$ cat src/rtl/uart_pkg.sv
// Shared UART constants and the feeder state encoding.
package uart_pkg;
  localparam int SCLK_HZ     = 50_000_000;
  localparam int BAUD        = 115200;
  localparam int CYC_PER_BIT = SCLK_HZ / BAUD;
  localparam int FRAME_BITS  = 10;

  // One frame is 4340 cycles; round up to the next all-ones value for margin.
  localparam int FRAME_TMO_DEF = (1 << $clog2(CYC_PER_BIT * FRAME_BITS + 1)) - 1;

  localparam int TMR_W = 16;

  typedef enum logic [3:0] {
    IDLE,
    RD,
    LAT,
    LOAD,
    TRIG,
    WAIT_BUSY,
    WAIT_DONE,
    GAP,
    ERR
  } feeder_state_e;

  function automatic logic [TMR_W-1:0] sat_inc(input logic [TMR_W-1:0] v);
    return (v == {TMR_W{1'b1}}) ? v : v + 1'b1;
  endfunction
endpackage

$ cat src/rtl/uart_tx_feeder.sv
// Pops bytes from the read FIFO, triggers the UART transmitter and guards it with timeouts.
// UART_TX_FEEDER_STATS_EN enables the completed-byte counter on byte_cnt.
module uart_tx_feeder
  import uart_pkg::*;
#(
  parameter int RD_LAT     = 1,
  parameter int TRIG_HOLD  = 4,
  parameter int GAP_CYCLES = 16,
  parameter int START_TMO  = 32,
  parameter int FRAME_TMO  = FRAME_TMO_DEF
) (
  input  logic        sclk,
  input  logic        reset,
  input  logic        enable,
  input  logic        rfifo_empty,
  output logic        rfifo_rd_en,
  input  logic [7:0]  rfifo_dout,
  output logic [7:0]  tx_data,
  output logic        tx_trig,
  input  logic        tx_busy,
  output logic        tx_done,
  output logic        err_tmo,
  input  logic        clr_err,
  output logic        idle,
  output logic [15:0] byte_cnt
);

  // Timers hold cycles already spent, so "last" is the limit minus one.
  localparam logic [TMR_W-1:0] TRIG_LAST  = TMR_W'(TRIG_HOLD - 1);
  localparam logic [TMR_W-1:0] GAP_LAST   = TMR_W'(GAP_CYCLES - 1);
  localparam logic [TMR_W-1:0] START_LAST = TMR_W'(START_TMO - 1);
  localparam logic [TMR_W-1:0] FRAME_LAST = TMR_W'(FRAME_TMO - 1);

  feeder_state_e    state_q, state_d;
  logic [TMR_W-1:0] tmr_q, tmr_d;
  logic [TMR_W-1:0] st_tmr_q, st_tmr_d;
  logic             busy_seen_q, busy_seen_d;
  logic [7:0]       tx_data_q, tx_data_d;
  logic             tx_trig_q, tx_trig_d;
  logic             tx_done_q, tx_done_d;
  logic             err_q, err_d;
  logic             idle_q, idle_d;
  logic             in_start, busy_hit, start_exp, capture;

  always_comb begin
    state_d   = state_q;
    in_start  = (state_q == TRIG) || (state_q == WAIT_BUSY);
    busy_hit  = busy_seen_q || tx_busy;
    start_exp = (st_tmr_q == START_LAST) && !busy_hit;
    // A first-word-fall-through FIFO advances on the pop, so grab its head in RD.
    capture   = (RD_LAT == 0) ? (state_q == RD) : (state_q == LOAD);

    unique case (state_q)
      IDLE:      if (enable && !rfifo_empty && !tx_busy) state_d = RD;
      RD:        state_d = (RD_LAT != 0) ? LAT : LOAD;
      LAT:       state_d = LOAD;
      LOAD:      state_d = TRIG;
      TRIG: begin
        if (start_exp)               state_d = ERR;
        else if (tmr_q == TRIG_LAST) state_d = WAIT_BUSY;
      end
      WAIT_BUSY: begin
        if (busy_hit)       state_d = WAIT_DONE;
        else if (start_exp) state_d = ERR;
      end
      WAIT_DONE: begin
        if (!tx_busy)                 state_d = (GAP_CYCLES == 0) ? IDLE : GAP;
        else if (tmr_q == FRAME_LAST) state_d = ERR;
      end
      GAP:       if (tmr_q == GAP_LAST) state_d = IDLE;
      ERR:       state_d = IDLE;
      default:   state_d = IDLE;
    endcase

    tmr_d       = (state_d != state_q) ? '0 : sat_inc(tmr_q);
    st_tmr_d    = (in_start && (state_d == TRIG || state_d == WAIT_BUSY)) ? sat_inc(st_tmr_q) : '0;
    busy_seen_d = in_start && busy_hit;

    tx_data_d = capture ? rfifo_dout : tx_data_q;
    tx_trig_d = (state_d == TRIG);
    tx_done_d = (state_q == WAIT_DONE) && !tx_busy;
    idle_d    = (state_d == IDLE);
    // Clear wins over a timeout landing in the same cycle.
    err_d     = clr_err ? 1'b0 : (err_q || (state_d == ERR));
  end

  always_ff @(posedge sclk or negedge reset) begin
    if (!reset) begin
      state_q     <= IDLE;
      tmr_q       <= '0;
      st_tmr_q    <= '0;
      busy_seen_q <= 1'b0;
      tx_data_q   <= 8'h00;
      tx_trig_q   <= 1'b0;
      tx_done_q   <= 1'b0;
      err_q       <= 1'b0;
      idle_q      <= 1'b1;
    end else begin
      state_q     <= state_d;
      tmr_q       <= tmr_d;
      st_tmr_q    <= st_tmr_d;
      busy_seen_q <= busy_seen_d;
      tx_data_q   <= tx_data_d;
      tx_trig_q   <= tx_trig_d;
      tx_done_q   <= tx_done_d;
      err_q       <= err_d;
      idle_q      <= idle_d;
    end
  end

  assign rfifo_rd_en = (state_q == RD);
  assign tx_data     = tx_data_q;
  assign tx_trig     = tx_trig_q;
  assign tx_done     = tx_done_q;
  assign err_tmo     = err_q;
  assign idle        = idle_q;

`ifdef UART_TX_FEEDER_STATS_EN
  logic [15:0] byte_cnt_q, byte_cnt_d;

  // Advances with tx_done so both are visible in the same cycle.
  always_comb byte_cnt_d = tx_done_d ? byte_cnt_q + 16'd1 : byte_cnt_q;

  always_ff @(posedge sclk or negedge reset) begin
    if (!reset) byte_cnt_q <= 16'h0000;
    else        byte_cnt_q <= byte_cnt_d;
  end

  assign byte_cnt = byte_cnt_q;
`else
  assign byte_cnt = 16'h0000;
`endif

endmodule

$ cat config.mk
export PLATFORM = sky130hd
export DESIGN_NAME = uart_tx_feeder
export DESIGN_NICKNAME = d
export VERILOG_FILES = /design/src/rtl/uart_pkg.sv /design/src/rtl/uart_tx_feeder.sv
export SDC_FILE = /design/constraint.sdc
export NUM_CORES = 1
export LEC_CHECK = 0
export ABC_AREA = 1
export CAP_MARGIN = 0
export CORE_AREA = 2 2 81 83
export CTS_BUF_LIST = sky130_fd_sc_hd__clkbuf_2 sky130_fd_sc_hd__clkbuf_4 sky130_fd_sc_hd__clkbuf_8
export DETAILED_ROUTE_END_ITERATION = 8
export DIE_AREA = 0 0 83 85
export GPL_TIMING_DRIVEN = 0
export PLACE_DENSITY = 0.72
export SYNTH_ARGS = -nofsm -noshare
export SYNTH_HDL_FRONTEND = slang
export SYNTH_SLANG_ARGS = --single-unit
$ cat constraint.sdc
create_clock -name sclk -period 3.45 [get_ports sclk]
set_input_delay 0.69 -clock sclk [delete_from_list [all_inputs] [get_ports sclk]]
set_output_delay 0.69 -clock sclk [all_outputs]
set_load 0.1 [all_outputs]
==> results of run 1 <==
-- worst min-delay path by stage --
| stage | slack [ps] | cells past startpoint | startpoint | end |
|---|---|---|---|---|
| after floorplan | 390 | 0 | reset | busy_seen_q$_DFF_PN0_ |
| after global placement | 450 | 2 | tx_data[7]$_DFFE_PN0P_ | tx_data[7]$_DFFE_PN0P_ |
| after detailed placement | 460 | 2 | tx_data[1]$_DFFE_PN0P_ | tx_data[1]$_DFFE_PN0P_ |
| after CTS | 260 | 1 | reset | tmr_q[1]$_DFFE_PN0P_ |
| after global routing | 270 | 1 | reset | tmr_q[1]$_DFFE_PN0P_ |
| final | 260 | 1 | reset | tmr_q[12]$_DFFE_PN0P_ |
-- cell usage after synthesis, types with 6 or more instances --
cell type   n  share of area
buf_4      18          0.045
nor2_1     58          0.073
xor2_1     11          0.032
a21oi_1     9          0.015
dfrtp_1    48           0.40
o21ai_0    14          0.024
nand4_1    11          0.023
nand2_2     6          0.013
nor3_1     10          0.017
inv_1      48          0.060
nand3_1    29          0.049
nor2_2     17          0.036
nand2_1    83           0.10
-- sequential cells by signal (all words and copies together) (netlist names) --
signal / cells
tx_trig: 1
st_tmr_q: 16
idle: 1
state_q: 4
err_tmo: 1
tx_data: 8
tmr_q: 16
busy_seen_q: 1
tx_done: 1
-- final cells by class --
cell class | count | area, µm² | share of cell area
plain buffers | 20 | 161.4 | 0.04610
clock buffers | 6 | 76.32 | 0.02180
clock inverters | 2 | 15.01 | 0.004289
inverters | 52 | 197.7 | 0.05647
multi-input cells | 289 | 1451 | 0.4146
flip-flops and latches | 49 | 1227 | 0.3506
well taps | 77 | 96.34 | 0.02752
repair buffers | 27 | 275.3 | 0.07863
-- routing by layer --
layer,vias up,global-route usage,share of wire,routed length [µm]
li1,1317,-,-,-
met1,1177,0.2391,0.48,2835
met5,-,0,0,0
met3,8,0.03988,0.059,350
met2,64,0.2955,0.45,2680
met4,0,0.05514,0.014,82
-- cell families after synthesis --
logic type / after synthesis
XOR/XNOR: 13
AND/OR/NAND/NOR: 226
AO/OA/AOI/OAI: 30
adder cells (fa/ha/maj): 3
multiplexers: 1
other: 1
buffers and inverters: 72
flip-flops: 49
-- layout by cell type, fill, tap and decap left out, drive strengths merged, types with 13 or more instances in the layout --
cell / Yosys / routed
buf: 20 / 22
clkdlybuf4s50: 0 / 25
conb: 1 / 16
dfrtp: 48 / 48
inv: 52 / 52
nand2: 89 / 89
nand3: 31 / 31
nor2: 76 / 76
nor3: 13 / 13
o21ai: 16 / 16
-- power groups by stage --
stage | clock network (µW) | logic, µW | registers (µW)
floorplan | 0 | 661 | 1140
global placement | 0 | 1320 | 732
detailed placement | 0 | 1340 | 736
CTS | 360 | 1340 | 725
global route | 381 | 1440 | 734
finish | 344 | 1330 | 724
-- worst reg2reg max path, delay by kind of cell, from the launching register on --
kind | cells | cell delay (ps)
flops | 1 | 400
buf+inv | 1 | 210
compound gates | 1 | 90
simple gates | 7 | 980
fa+ha+maj | 1 | 230
-- metrics by stage --
| step | util | hold slack, ps |
|---|---|---|
| detailed placement | 0.5495 | 458.0 |
| CTS | 0.5642 | 258.1 |
| floorplan | - | 394.4 |
| global placement | 0.5471 | 453.5 |
| finish | 0.5642 | 261.8 |
| global route | 0.5642 | 271.2 |
==> results.md, run 1 <==
* Status: complete, no violations
* DP Worst Slack at 764.1 ps
* Worst reg2reg path endpoint: tmr_q[6]$_DFFE_PN0P_
* Worst-skew pair later-pin latency at about 300 ps
* Final Hold Vio Count at 0
* Worst-path cell chain: inv_2, nor3_2, clkdlybuf4s50_1
* Leak pwr at ~0.0017 µW
* Clock tree buffer depth at 2
* Largest delay share family, worst path: buffers and inverters
* Sw frac at 0.5172
* Ant. Diodes at 0
* DR vias at between 2000 and 3000
* Via density at between 4 and 5
* Simple-gate portion of the synthesized area at 0.3538
* Pwr Total at roughly 2400 µW
* Fillers at ~600
* Crit path DAT at 2330 ps
* Peak VDD IR at between 0.0006 and 0.0007 V
* Max-slew violations at 0
* I/O Pins at 43
* Post-synthesis mux area share at 0.003357
* CP max stage delay at around 1200 ps
* Req. time, crit path at 2760 ps
* Final setup fails at 0
* Clk sinks at about 50
* Synth Area in XOR/XNOR at 0.03819
* CTS buffer count at 5
* Post-CTS Resized at 0
* Setup TNS at 0 ps
* Post-DP HPWL at ~4.6 mm
* CTS clk-pin slew, worst paths at 90 ps
* CP endpoint: rfifo_rd_en
* Final instance area at 3501 µm²
* Pwr dens at roughly 690 nW/µm²
* Synthesized area at around 3000 µm²
* Max_cap viols at 0
* Slew @ Worst Pin at 982.1 ps
* Vias in the first global route at between 2000 and 2500
* Drt first pass iters at 4
* Register-to-register setup slack at roughly 1500 ps
* Port Buffers at 26
* Slack of the critical path at ~430 ps
* Post-synth ARST share at 1.000
* Worst Setup Path Type: reg -> out
* Synth Instances at ~400
* Crit path time final at 3018 ps
* Period utilization at 0.8748
* CP Depth at 3
* Clock power share at 0.143
* Seq/Total Area, Yosys at 0.4117
* CP Capture Type: output pin
* Slew HR at 0.3432
* WL per Instance at between 10 and 15 µm
* Post-synth EDFFs at 0
* Final antenna-violating net count at 0
* Drt initial violations at between 150 and 200
* Worst Skew at between 10 and 15 ps
* Share of layout cells above drive strength 1 at 0.1506
* Final net count at between 400 and 500
* Area after DPL at 3410 µm²
* Comb power frac at 0.555
* CTS H-tree depth at 2
* Ys flop type: dfrtp_1
* Placer congestion estimate at 0.9184
* Worst Path Buf+Inv at 2
* Core Area at about 6200 µm²
* Global Route Usage Sum at 0.1798
* Syn. warnings at 0
* Hold-fix buffers at CTS at 0
* Switch Pwr at 1241 µW
* Highest-delay cell along the critical path: clkdlybuf4s50_1
* First-pass GRT wire length at 10.56 mm
* TritonCTS clock tree: yes
* Flop pwr share at 0.302
* Final WL at just under 6 mm
* Min-Delay Path Class: in -> async
* Compound-cell area share of the yosys netlist at 0.05875
* Largest family of logic cells by synthesized area: simple AND/OR/NAND/NOR gates
* Non-Filler Instances at approximately 520
* Root Driver: clkbuf_8
* Syn avg cell area at 7.548 µm²
* Fmax at 331.3 MHz
* CP startpoint kind: flip-flop
* Netlist cell types at 35
* Area grow syn2layout at 17.42%
* Initial Utilization at 0.4805
* Row cnt at 29
* Remaining Overflow, GRT at 0
* Worst r2r path cells at 10
* CP Max Fanout at 7
* Die X at between 80 and 90 µm
* Largest net degree at the start of global routing at 39
* DIE AREA at about 7000 µm²
* Pint at around 1200 µW
* Initial antenna violation count at 0
* #FFs+latches synth at 49
* Post-Synth Adder-Cell Area at 0.01259
* Setup bufs post-CTS at 0
* FF-to-FF Start: tmr_q[1]$_DFFE_PN0P_
* DRC viols at 0
* Critical Path Start: state_q[0]$_DFF_PN0_
* RSZ-0062 raised after global routing: false
* Die H at 85 µm
* Dpl cells at slightly above 500
(Power assumes the default switching activity.)
==> inputs of run 2 (changes only) <==
Settings changed: CELL_PAD_IN_SITES_DETAIL_PLACEMENT set to 0, CELL_PAD_IN_SITES_GLOBAL_PLACEMENT set to 2, CORE_AREA 2 2 81 83 to 2 2 96 98, DIE_AREA 0 0 83 85 to 0 0 98 100, PLACE_DENSITY 0.72 to not set, PLACE_DENSITY_LB_ADDON set to 0.1.
==> results.md, run 2 (synthesis results as in run 1) <==
* Worst-skew pair later-pin latency at 310 ps (about the same)
* Largest delay share family, worst path: buffers and inverters
* Period utilization at 0.8895 (+0.01471)
* Most frequent cells in the layout: nand2_1 (83), nor2_1 (58), inv_1 (48), dfrtp_1 (48), nand3_1 (29)
* Critical Path Start: state_q[0]$_DFF_PN0_
* Via density at 4.502 (-8.4%)
* CP Depth at 3 (unchanged)
* Row cnt at 35 (+21%)
* First-pass GRT wire length at 11.96 mm (+13%)
* Fillers at 947 (+62%)
* TritonCTS clock tree: yes
* Port Buffers at 26 (unchanged)
* Drt first pass iters at 4 (unchanged)
* DIE AREA at 9800 µm² (+39%)
* Area grow syn2layout at 19.18%
* Min-Delay Path Class: in -> async
* CP Capture Type: output pin
* Worst reg2reg path endpoint: tmr_q[11]$_DFFE_PN0P_
* Initial antenna violation count at 0 (unchanged)
* Global Route Usage Sum at 0.1487 (-0.03102)
* Root Driver: clkbuf_8
* Fin Hold WS at 327.4 ps (+65.57 ps)
* CTS clk-pin slew, worst paths at 100 ps (about the same)
* Fin util at 0.3997 (-0.1645)
* CP endpoint: rfifo_rd_en
* CP Max Fanout at 7 (unchanged)
* Crit path time final at 3069 ps (+50.76 ps)
* Final antenna-violating net count at 0 (unchanged)
* Highest-delay cell along the critical path: clkdlybuf4s50_1
* Share of layout cells above drive strength 1 at 0.1506 (unchanged)
* DR vias at 2503 (-2.5%)
* CP startpoint kind: flip-flop
* Fmax at 325.9 MHz (-1.7%)
* Worst Path Buf+Inv at 2 (unchanged)
* CTS H-tree depth at 2 (unchanged)
* Req. time, crit path at 2760 ps (about the same)
* Pwr dens at 691.3 nW/µm² (+0.85%)
* Remaining Overflow, GRT at 0 (unchanged)
* CP max stage delay at 1180 ps (about the same)
* Setup TNS at 0 ps (unchanged)
* Ant. Diodes at 0 (unchanged)
* Worst Setup Path Type: reg -> out
* FF-to-FF Start: tmr_q[0]$_DFFE_PN0P_
* Commonest non-fill, non-tap cell in the layout: nand2_1
* Final setup fails at 0 (unchanged)
* Die H at 100 µm (+18%)
* WL per Instance at 12.03 µm (+5.6%)
* Max_cap viols at 0 (unchanged)
* DRC viols at 0 (unchanged)
* Slew HR at 0.3436 (+0.0003710)
* Pwr Total at 2457 µW (+2.4%)
* Slew @ Worst Pin at 981.6 ps (-0.5538 ps)
* Placer congestion estimate at 0.7644 (-17%)
* Final net count at 461 (unchanged)
* Register-to-register setup slack at 1420 ps (-70 ps)
* Leak pwr at 0.001729 µW (+0.78%)
* Core Area at 8890 µm² (+43%)
* Clk sinks at 49 (unchanged)
* CTS buffer count at 5 (unchanged)
* Post-CTS Resized at 0 (unchanged)
* Setup bufs post-CTS at 0 (unchanged)
* I/O Pins at 43 (unchanged)
* Worst r2r path cells at 14 (+4)
* Clock tree buffer depth at 2 (unchanged)
* Dpl cells at 548 (+6.6%)
* RSZ-0062 raised after global routing: false
* Crit path DAT at 2380 ps (+50 ps)
* Vias in the first global route at 2512 (+5.2%)
* Drt initial violations at 97 (-46%)
* Non-Filler Instances at 556 (+6.5%)
* Max-slew violations at 0 (unchanged)
* Initial Utilization at 0.3354 (-0.1451)
* Final WL at 6.688 mm (+12%)
* Hold-fix buffers at CTS at 0 (unchanged)
* Largest net degree at the start of global routing at 32 (-18%)
* Status: complete, no violations
* Post-DP HPWL at 5.245 mm (+13%)
* Worst-path cell chain: inv_2, nor3_2, clkdlybuf4s50_1
* Final Hold Vio Count at 0 (unchanged)
* Worst Skew at 15.68 ps (+4.944 ps)
* Peak VDD IR at 0.0004663 V (-25%)
* Die X at 98 µm (+18%)
run 2: cell types whose count changed in the layout (fill, tap and decap cells not counted):
cell and delta:
clkbuf_8 +2, clkinv_2 +1, clkbuf_4 -1, clkinvlp_4 -2
run 2: power breakdown:
group / switching (µW) / leakage [µW] / total, µW / internal [µW]
sequential: 56.1 / 0.000657 / 725 / 669
combinational: 1010 / 0.00102 / 1350 / 339
clock: 200 / 0.0000542 / 382 / 182
run 2: how the worst min path moves through the flow:
| stage | from | end | slack, ps | cells past startpoint |
|---|---|---|---|---|
| 6_report | reset | tmr_q[7]$_DFFE_PN0P_ | 330 | 1 |
| 5_1_grt | reset | tmr_q[7]$_DFFE_PN0P_ | 360 | 1 |
| 4_1_cts | reset | tmr_q[7]$_DFFE_PN0P_ | 340 | 1 |
| 3_5_place_dp | tx_data[3]$_DFFE_PN0P_ | tx_data[3]$_DFFE_PN0P_ | 460 | 2 |
| 3_3_place_gp | tx_data[3]$_DFFE_PN0P_ | tx_data[3]$_DFFE_PN0P_ | 450 | 2 |
| 2_1_floorplan | reset | busy_seen_q$_DFF_PN0_ | 390 | 0 |
run 2: layer usage:
metal / vias to the layer above / global-route usage / part of all wire
li1: 1316 / - / -
met5: - / 0 / 0
met3: 8 / 0.02228 / 0.036
met4: 0 / 0.03953 / 0.015
met2: 41 / 0.2545 / 0.47
met1: 1138 / 0.1978 / 0.48
run 2: per-stage QoR:
step,setup slack [ps],cell area (µm²)
2_1_floorplan,897.6,3038
3_3_place_gp,45.93,3437
4_1_cts,370.4,3553
3_5_place_dp,731.5,3452
6_report,381.3,3553
5_1_grt,274.6,3553
run 2: final cells by class:
| class | count | area (µm²) | share of cell area |
|---|---|---|---|
| plain buffers | 20 | 161.4 | 0.04542 |
| clock buffers | 7 | 96.34 | 0.02711 |
| clock inverters | 1 | 5.005 | 0.001408 |
| inverters | 52 | 197.7 | 0.05563 |
| multi-input cells | 289 | 1451 | 0.4084 |
| flip-flops and latches | 49 | 1227 | 0.3454 |
| well taps | 111 | 138.9 | 0.03908 |
| repair buffers | 27 | 275.3 | 0.07746 |
run 2: worst reg2reg max path: stages (launching register included):
cell and delay (ps):
dfrtp_1 400, inv_1 110, ha_1 210, nand3_1 90, nor2_1 100, nand2_1 80
nand2_1 120, nand2_1 70, nor2_2 160, nand3_1 90, nand2_1 90, inv_2 50
nand3_4 130, buf_8 170, nor2_2 50
